$ cat config.mk
export PLATFORM = sky130hd
export DESIGN_NAME = univ_shift_reg
export DESIGN_NICKNAME = d
export VERILOG_FILES = /design/src/rtl/usr_pkg.sv /design/src/rtl/usr_burst_ctrl.sv /design/src/rtl/univ_shift_reg.sv
export SDC_FILE = /design/constraint.sdc
export NUM_CORES = 1
export LEC_CHECK = 0
export CAP_MARGIN = 10
export CORE_ASPECT_RATIO = 1.1
export CORE_MARGIN = 3
export CORE_UTILIZATION = 43
export DETAILED_ROUTE_END_ITERATION = 7
export PLACE_DENSITY = 0.75
export SLEW_MARGIN = 20
export SYNTH_ARGS = -nofsm -noshare
export SYNTH_HDL_FRONTEND = slang
export SYNTH_SLANG_ARGS = --single-unit
$ cat constraint.sdc
create_clock -name clk -period 1.35 [get_ports clk]
set_input_delay 0.2025 -clock clk [delete_from_list [all_inputs] [get_ports clk]]
set_output_delay 0.2025 -clock clk [all_outputs]
set_load 0.05 [all_outputs]
$ cat src/rtl/usr_pkg.sv
// Shared types for the universal shift register: operating modes and burst FSM states.
package usr_pkg;

  typedef enum logic [1:0] {
    MODE_HOLD = 2'b00,
    MODE_SHR  = 2'b01,
    MODE_SHL  = 2'b10,
    MODE_LOAD = 2'b11
  } mode_e;

  typedef enum logic [1:0] {
    ST_IDLE  = 2'b00,
    ST_SHIFT = 2'b01,
    ST_DONE  = 2'b10
  } state_e;

  function automatic logic is_shift_mode(input mode_e m);
    return (m == MODE_SHR) || (m == MODE_SHL);
  endfunction

endpackage

$ cat src/rtl/usr_burst_ctrl.sv
// Burst sequencer: owns the FSM and the shift down-counter, tells the datapath
// when to shift and in which direction.
//
// state    | meaning
// ST_IDLE  | single-cycle ops allowed; a shift-mode start launches a burst
// ST_SHIFT | one shift per edge until the counter reaches terminal count
// ST_DONE  | one-cycle completion pulse, then back to idle
module usr_burst_ctrl
  import usr_pkg::*;
#(
  parameter int WIDTH = 8,
  parameter int LEN_W = $clog2(WIDTH + 1)
) (
  input  logic             clk,
  input  logic             rst_n,
  input  logic             start,
  input  logic [1:0]       mode,
  input  logic [LEN_W-1:0] len,
  output logic             burst_shift,
  output logic             burst_left,
  output logic             idle_op,
  output logic             busy,
  output logic             done
);

  state_e           state_q, state_d;
  logic [LEN_W-1:0] cnt_q, cnt_d;
  logic             dir_left_q, dir_left_d;
  logic [LEN_W-1:0] len_clamped;
  mode_e            mode_m;
  logic             burst_req;

  assign mode_m      = mode_e'(mode);
  assign burst_req   = start && is_shift_mode(mode_m);
  assign len_clamped = (len > LEN_W'(WIDTH)) ? LEN_W'(WIDTH) : len;
  assign burst_left  = dir_left_q;

  always_ff @(posedge clk or negedge rst_n) begin
    if (!rst_n) begin
      state_q    <= ST_IDLE;
      cnt_q      <= '0;
      dir_left_q <= 1'b0;
    end else begin
      state_q    <= state_d;
      cnt_q      <= cnt_d;
      dir_left_q <= dir_left_d;
    end
  end

  always_comb begin
    state_d     = state_q;
    cnt_d       = cnt_q;
    dir_left_d  = dir_left_q;
    burst_shift = 1'b0;
    idle_op     = 1'b0;
    busy        = 1'b0;
    done        = 1'b0;
    case (state_q)
      ST_IDLE: begin
        if (burst_req) begin
          dir_left_d = (mode_m == MODE_SHL);
          if (len_clamped == '0) begin
            state_d = ST_DONE;
          end else begin
            cnt_d   = len_clamped;
            state_d = ST_SHIFT;
          end
        end else begin
          idle_op = 1'b1;
        end
      end
      ST_SHIFT: begin
        busy        = 1'b1;
        burst_shift = 1'b1;
        cnt_d       = cnt_q - LEN_W'(1);
        // terminal count: this edge performs the last shift
        if (cnt_q == LEN_W'(1)) begin
          state_d = ST_DONE;
        end
      end
      ST_DONE: begin
        done    = 1'b1;
        state_d = ST_IDLE;
      end
      default: begin
        state_d = ST_IDLE;
      end
    endcase
  end

endmodule

$ cat src/rtl/univ_shift_reg.sv
// Universal shift register datapath: hold / shift right / shift left / parallel load,
// plus counted shift bursts sequenced by usr_burst_ctrl.
module univ_shift_reg
  import usr_pkg::*;
#(
  parameter int WIDTH  = 8,
  parameter bit ROTATE = 1'b0
) (
  input  logic                         clk,
  input  logic                         rst_n,
  input  logic                         en,
  input  logic [1:0]                   mode,
  input  logic                         sin_r,
  input  logic                         sin_l,
  input  logic [WIDTH-1:0]             pin,
  input  logic                         start,
  input  logic [$clog2(WIDTH+1)-1:0]   len,
  output logic [WIDTH-1:0]             q,
  output logic                         sout_r,
  output logic                         sout_l,
  output logic                         busy,
  output logic                         done
);

  localparam int LEN_W = $clog2(WIDTH + 1);

  logic [WIDTH-1:0] q_r;
  logic [WIDTH-1:0] shr_val, shl_val;
  logic             fill_r, fill_l;
  logic             burst_shift, burst_left, idle_op;

  usr_burst_ctrl #(
    .WIDTH (WIDTH),
    .LEN_W (LEN_W)
  ) u_burst_ctrl (
    .clk         (clk),
    .rst_n       (rst_n),
    .start       (start),
    .mode        (mode),
    .len         (len),
    .burst_shift (burst_shift),
    .burst_left  (burst_left),
    .idle_op     (idle_op),
    .busy        (busy),
    .done        (done)
  );

  // In rotate mode the outgoing bit recirculates and the serial inputs are unused.
  assign fill_r  = ROTATE ? q_r[0]       : sin_r;
  assign fill_l  = ROTATE ? q_r[WIDTH-1] : sin_l;
  assign shr_val = {fill_r, q_r[WIDTH-1:1]};
  assign shl_val = {q_r[WIDTH-2:0], fill_l};

  always_ff @(posedge clk or negedge rst_n) begin
    if (!rst_n) begin
      q_r <= '0;
    end else if (burst_shift) begin
      q_r <= burst_left ? shl_val : shr_val;
    end else if (idle_op && en) begin
      case (mode_e'(mode))
        MODE_SHR:  q_r <= shr_val;
        MODE_SHL:  q_r <= shl_val;
        MODE_LOAD: q_r <= pin;
        default:   q_r <= q_r;
      endcase
    end
  end

  assign q      = q_r;
  assign sout_r = q_r[0];
  assign sout_l = q_r[WIDTH-1];

endmodule

Word-level counts from Yosys, hierarchy flattened
Cells that the tools add are included.
{"block": "word_totals", "ff_bits": 15, "in_bits": 20, "output_inout_bits": 12}
{"block": "classes", "add_sub_neg": 1, "magnitude_cmp": 1, "eq_ne": 9, "mux": 16, "n_reduce_logical": 12}
{"cell": "$mux W8", "count": 3}
{"cell": "$pmux W8 S3", "count": 1}
{"cell": "$mux W4", "count": 3}
{"cell": "$pmux W4 S2", "count": 1}
{"cell": "$eq A2 B2 Y1 const B", "count": 3}
{"cell": "$mux W2", "count": 3}
{"cell": "$reduce_and A2 Y1", "count": 3}
{"cell": "$eq A2 B1 Y1 const B", "count": 2}
{"cell": "$eq A4 B1 Y1 const B", "count": 1}
{"cell": "$gt A4 B4 Y1 const B", "count": 1}
{"cell": "$logic_not A4 Y1", "count": 1}
{"cell": "$mux W1", "count": 4}
{"cell": "$ne A2 B1 Y1 const B", "count": 2}
{"cell": "$pmux W2 S2", "count": 1}
{"cell": "$reduce_bool A2 Y1", "count": 2}
{"cell": "$reduce_bool A4 Y1", "count": 1}
{"cell": "$sub A4 B1 Y4 const B", "count": 1}
{"cell": "$reduce_and A3 Y1", "count": 1}
{"cell": "$logic_and A1 B1 Y1", "count": 2}
{"cell": "$logic_not A2 Y1", "count": 1}
{"cell": "$ne A2 B2 Y1 const B", "count": 1}
{"cell": "$logic_or A1 B1 Y1", "count": 1}

Logic depth before layout (Yosys ltp)
{"block": "depth", "depth_word": 8, "depth_mapped": 7}

Hierarchy
From an unflattened synthesis, not the netlist that was laid out.
{"block": "hier_totals", "cells_unflattened": 103, "area_unflattened_um2": 1094.8}
{"mod": "univ_shift_reg", "instances": 1, "cells_per_inst": 58, "area_each_um2": 645.6, "seq_area_each_um2": 200.2}
{"mod": "usr_burst_ctrl", "instances": 1, "cells_per_inst": 45, "area_each_um2": 449.2, "seq_area_each_um2": 175.2}

Worst setup path before layout
No wires, ideal clock.
{"block": "synth_timing", "path_type": "reg2reg", "start": "reg u_burst_ctrl.state_q[1]", "end": "reg q_r[1] (netlist: q[1])", "setup_time_ns": 0.125, "t_arrival_ns": 1.412, "t_required_ns": 1.225, "path_slack_ns": -0.187, "path_stages_with_launch": 7, "n_path_buf": 2, "synth_period_minus_slack_ns": 1.537, "path_cell_list": "dfrtp_1 -> buf_6 -> nand2b_4 -> inv_4 -> buf_2 -> a21oi_1 -> mux2_4"}
{"block": "synth_between", "elab_cells_between_ends": 9, "cone_classes": "1 x eq/ne; 3 x mux; 5 x reduce/logical"}
{"element": "start: declaration", "line": "usr_burst_ctrl.sv:26", "source": "state_e state_q, state_d;"}
{"element": "start signal: assignment", "line": "usr_burst_ctrl.sv:44", "source": "state_q <= state_d;"}
{"element": "$eq A2 B1 Y1 *"}
{"element": "$mux W1 *"}
{"element": "via busy", "line": "univ_shift_reg.sv:21", "source": "output logic busy,"}
{"element": "$reduce_bool A4 Y1 (no source line) / $reduce_bool A2 Y1 (equally long branches)"}
{"element": "$reduce_and A2 Y1 (no source line)"}
{"element": "end signal: assignment", "line": "univ_shift_reg.sv:58", "source": "q_r <= burst_left ? shl_val : shr_val;"}
{"element": "end signal: assignment", "line": "univ_shift_reg.sv:61", "source": "MODE_SHR: q_r <= shr_val;"}
{"element": "end signal: assignment", "line": "univ_shift_reg.sv:62", "source": "MODE_SHL: q_r <= shl_val;"}
{"element": "end: declaration", "line": "univ_shift_reg.sv:27", "source": "logic [WIDTH-1:0] q_r;"}
The timed path passes the listed nets; every way through them passes the cells marked *.
A chain may end at the register's enable or synchronous reset.

Worst setup path in the final report
{"block": "layout_timing", "start": "reg u_burst_ctrl.state_q[1]", "end": "reg u_burst_ctrl.cnt_q[3]"}
{"block": "layout_between", "elab_chain_cells": 3, "elab_cells_between_ends": 7, "cone_classes": "3 x eq/ne; 1 x mux; 3 x reduce/logical"}
{"element": "$logic_not A2 Y1 / $eq A2 B1 Y1 (equally long branches)", "line": "usr_burst_ctrl.sv:58", "source": "case (state_q)"}
{"element": "$ne A2 B1 Y1 (no source line), or another cell as far along"}
{"element": "$reduce_and A3 Y1 (no source line)"}
{"element": "end signal: assignment", "line": "usr_burst_ctrl.sv:45", "source": "cnt_q <= cnt_d;"}
{"element": "end: declaration", "line": "usr_burst_ctrl.sv:27", "source": "logic [LEN_W-1:0] cnt_q, cnt_d;"}
Several ways; a longest one is shown, not always the timed one.

==> impl_metrics.csv <==
group,metric,value,unit
power,power.switching,2.07,mW
status,failed_checks,"negative setup slack",
clock_network,numClockSinks,15,
grt,grt_pass1_wl,5.20,mm
layout,final_cell_mix,"22 x buf_4, 17 x clkdlybuf4s50_1, 14 x buf_12, 13 x a21oi_1, 9 x dfrtp_2",
grt,grt_pass1_vias,1176,
power,power.share.combinational,74.1,%
setup_path,start_kind,"flip-flop",
layout,final_util,75.9,%
synth,async_flop_share,100,%
hold_path,hold_class,"input port to asynchronous set/reset pin",
drt,met1_length,1.26,mm
drt,highest_layer,"met4",
clock_network,cts_tree,"done",
layout,fillers,168,
setup_path,worstReg2RegEnd,"u_burst_ctrl.cnt_q[3]",
timing,worst_pin_slew,0.355,ns
power,power_density,2430,nW/um^2
timing,finClkSkew,0.00181,ns
grt,antenna_found_initial,0,
grt,grt_start_max_net_pins,17,
floorplan,ios,32,
timing,fin_ws,-0.0929,ns
floorplan,fp.dieW,56.1,um
setup_path,crit_start,"u_burst_ctrl.state_q[1]",
timing,slew_headroom,76.1,%
drt,dr_wl_met2,1.84,mm
layout,multi_input_area,788,um^2
power,power_frac_clock,6.1,%
grt,grt_use_total,19.5,%
power,power.total,4.74,mW
drt,vias,1140,
placed_design,gp_congestion,0.848,
timing,hold_violations,0,
layout,syn_to_final_growth,64.3,%
power,p_int,2.68,mW
setup_path,ff2ff_setup_slack,-0.09,ns
synth,syn_avg_cell_area,10.7,um^2
clock_network,clkTransAtPathRegs,0.10,ns
layout,n_antenna_cell,0,
setup_path,slowest_stage,"dfrtp_2",
synth,synthesis.area,1190,um^2
synth,ys_types,33,
synth,ys.flop_type,"dfrtp_1",
synth,ys_seq_area_share,31.6,%
timing,period_minus_slack,1.44,ns
drt,routed_wl,3.34,mm
synth,synth_cells,111,
setup_path,crit_end,"u_burst_ctrl.cnt_q[3]",
placed_design,pre_cts_slack,-0.770,ns
power,p_sw_share,43.6,%
synth,synth_edf_count,0,
floorplan,rows,19,
setup_path,critical_path_class,"flip-flop to flip-flop",
clock_network,clockBufferDepth,2,
synth,syn-num-nets,135,
drt,wl_met3,194,um
job,max-cap-violations,0,
setup_path,endpoint_kind,"flip-flop",
placed_design,post-dp-hpwl,2.23,mm
drt,avgViaCountPerCell,5.79,
timing,rsz0062_at_grt,"yes",
power,p_seq_share,19.8,%
layout,regArea,387,um^2
setup_path,slowest_delay,0.45,ns
clock_network,cts_buffers,3,
power,leakage,0.827,nW
drt,drt_first_pass_iters,5,
layout,final_cells,197,
placed_design,numPortBuffers,31,
timing,fin_hold_ws,0.214,ns
floorplan,core_area,2570,um^2
setup_path,r2r_cells,4,
floorplan,start_util,46.2,%
setup_path,worstPathMaxFanout,5,
placed_design,post-place-cells,184,
floorplan,die_h,61.1,um
setup_path,cp.arrival,1.63,ns
power,peakVddDrop,0.00225,V
clock_network,h-tree-depth,1,
clock_network,clock_latency,0.30,ns
clock_network,clk_root_buffer_cell,"clkbuf_4",
setup_path,worstPathCellList,"buf_6, or3_4, nand2b_4, o221a_1",
synth,ys_ff_latch,15,
grt,grt_overflow,0,
drt,antenna_left,0,
setup_path,critPathRequiredTime,1.54,ns
setup_path,r2r-start,"u_burst_ctrl.state_q[1]",
timing,setup-violations-final,12,
layout,fin_nets,191,
timing,finalCritPeriodShare,107,%
layout,final_common_cell,"buf_4",
floorplan,dieArea,3430,um^2
drt,wire_per_inst,17.0,um
timing,max_freq,0.693,GHz
drt,drt_iter0_markers,23,
drt,route.detailed.drc,0,
synth,ys_warn_count,0,
status,status,"complete, but fails checks",
timing,maxSlewViolCount,0,
layout,layout-drive-gt1-share,53.6,%
[what timing repair did]
action / CTS / global route
pin swaps: 3 / 2
gates resized for setup: 23 / 6
setup endpoints to repair: 17 / 15
buffers inserted: 8 / 3
hold buffers: 0 / 0
[logic make-up (layout without fill, tap and decap cells)]
family | Yosys count | after routing | synth area share [%]
AOI/OAI and AO/OA | 36 | 36 | 24.1
muxes | 17 | 17 | 17.5
and+or+nand+nor | 26 | 26 | 15.3
buffers and inverters | 13 | 68 | 7.28
DFF | 15 | 15 | 31.6
adders and majority gates | 4 | 4 | 4.22
[worst min path at each step]
stage | startpoint | end | cells past startpoint
final | rst_n | q[7] | 2
after global routing | rst_n | q[7] | 2
after CTS | rst_n | q[7] | 2
after detailed placement | u_burst_ctrl.cnt_q[0] | u_burst_ctrl.cnt_q[0] | 1
after global placement | rst_n | u_burst_ctrl.cnt_q[0] | 2
after floorplan | rst_n | q[0] | 0
[per-stage QoR]
step | cell area (um^2) | setup TNS, ns
2_1_floorplan | 1220 | -0.755
3_3_place_gp | 1770 | -9.27
3_5_place_dp | 1770 | -10.04
4_1_cts | 1920 | -0.363
5_1_grt | 1950 | -0.780
6_report | 1950 | -0.449
[cells in the mapped netlist, drive strengths merged, types with 2 or more instances]
library cell	n	area, um^2
a211oi	9	97.6
a21oi	14	70.1
a22o	8	70.1
and2b	2	17.5
buf	8	63.8
dfrtp	15	375
ha	4	50.1
inv	4	17.5
mux2	9	128
mux2i	8	80.1
nand2	2	7.51
nand2b	4	47.6
nand3	3	15.0
nor2	8	40.0
nor3	3	15.0
o221a	2	22.5
[power by group through the flow]
stage | Sequential (mW) | Clock, mW | Combinational [mW]
floorplan | 1.32 | 0 | 1.53
global placement | 0.916 | 0 | 3.06
detailed placement | 0.928 | 0 | 3.13
CTS | 0.926 | 0.283 | 3.40
global route | 0.962 | 0.310 | 3.70
finish | 0.940 | 0.287 | 3.52
[critical path: cells and delay by family (launching register included)]
| kind | cells | cell delay, ns |
|---|---|---|
| compound gates | 1 | 0.24 |
| buf+inv | 1 | 0.13 |
| flops | 1 | 0.45 |
| simple gates | 2 | 0.52 |
[state kept, by name, summed over array words and instances, names as in the netlist]
name / count
u_burst_ctrl.cnt_q: 4
u_burst_ctrl.burst_left: 1
q: 8
u_burst_ctrl.state_q: 2
[per-layer routing]
layer	vias up	GRT usage (%)
met1	568	21.8
met4	0	8.81
met5	-	0
li1	523	-
met2	43	36.2
met3	6	4.19
[final cells by class]
cell class | instances | share of cell area, %
sequential | 15 | 19.8
multi-input combinational | 83 | 40.4
clock buffer | 4 | 1.35
tap | 31 | 1.99
timing repair buffer | 60 | 35.0
inverter | 4 | 1.41
Note: power is estimated with default switching activity, not from simulation.
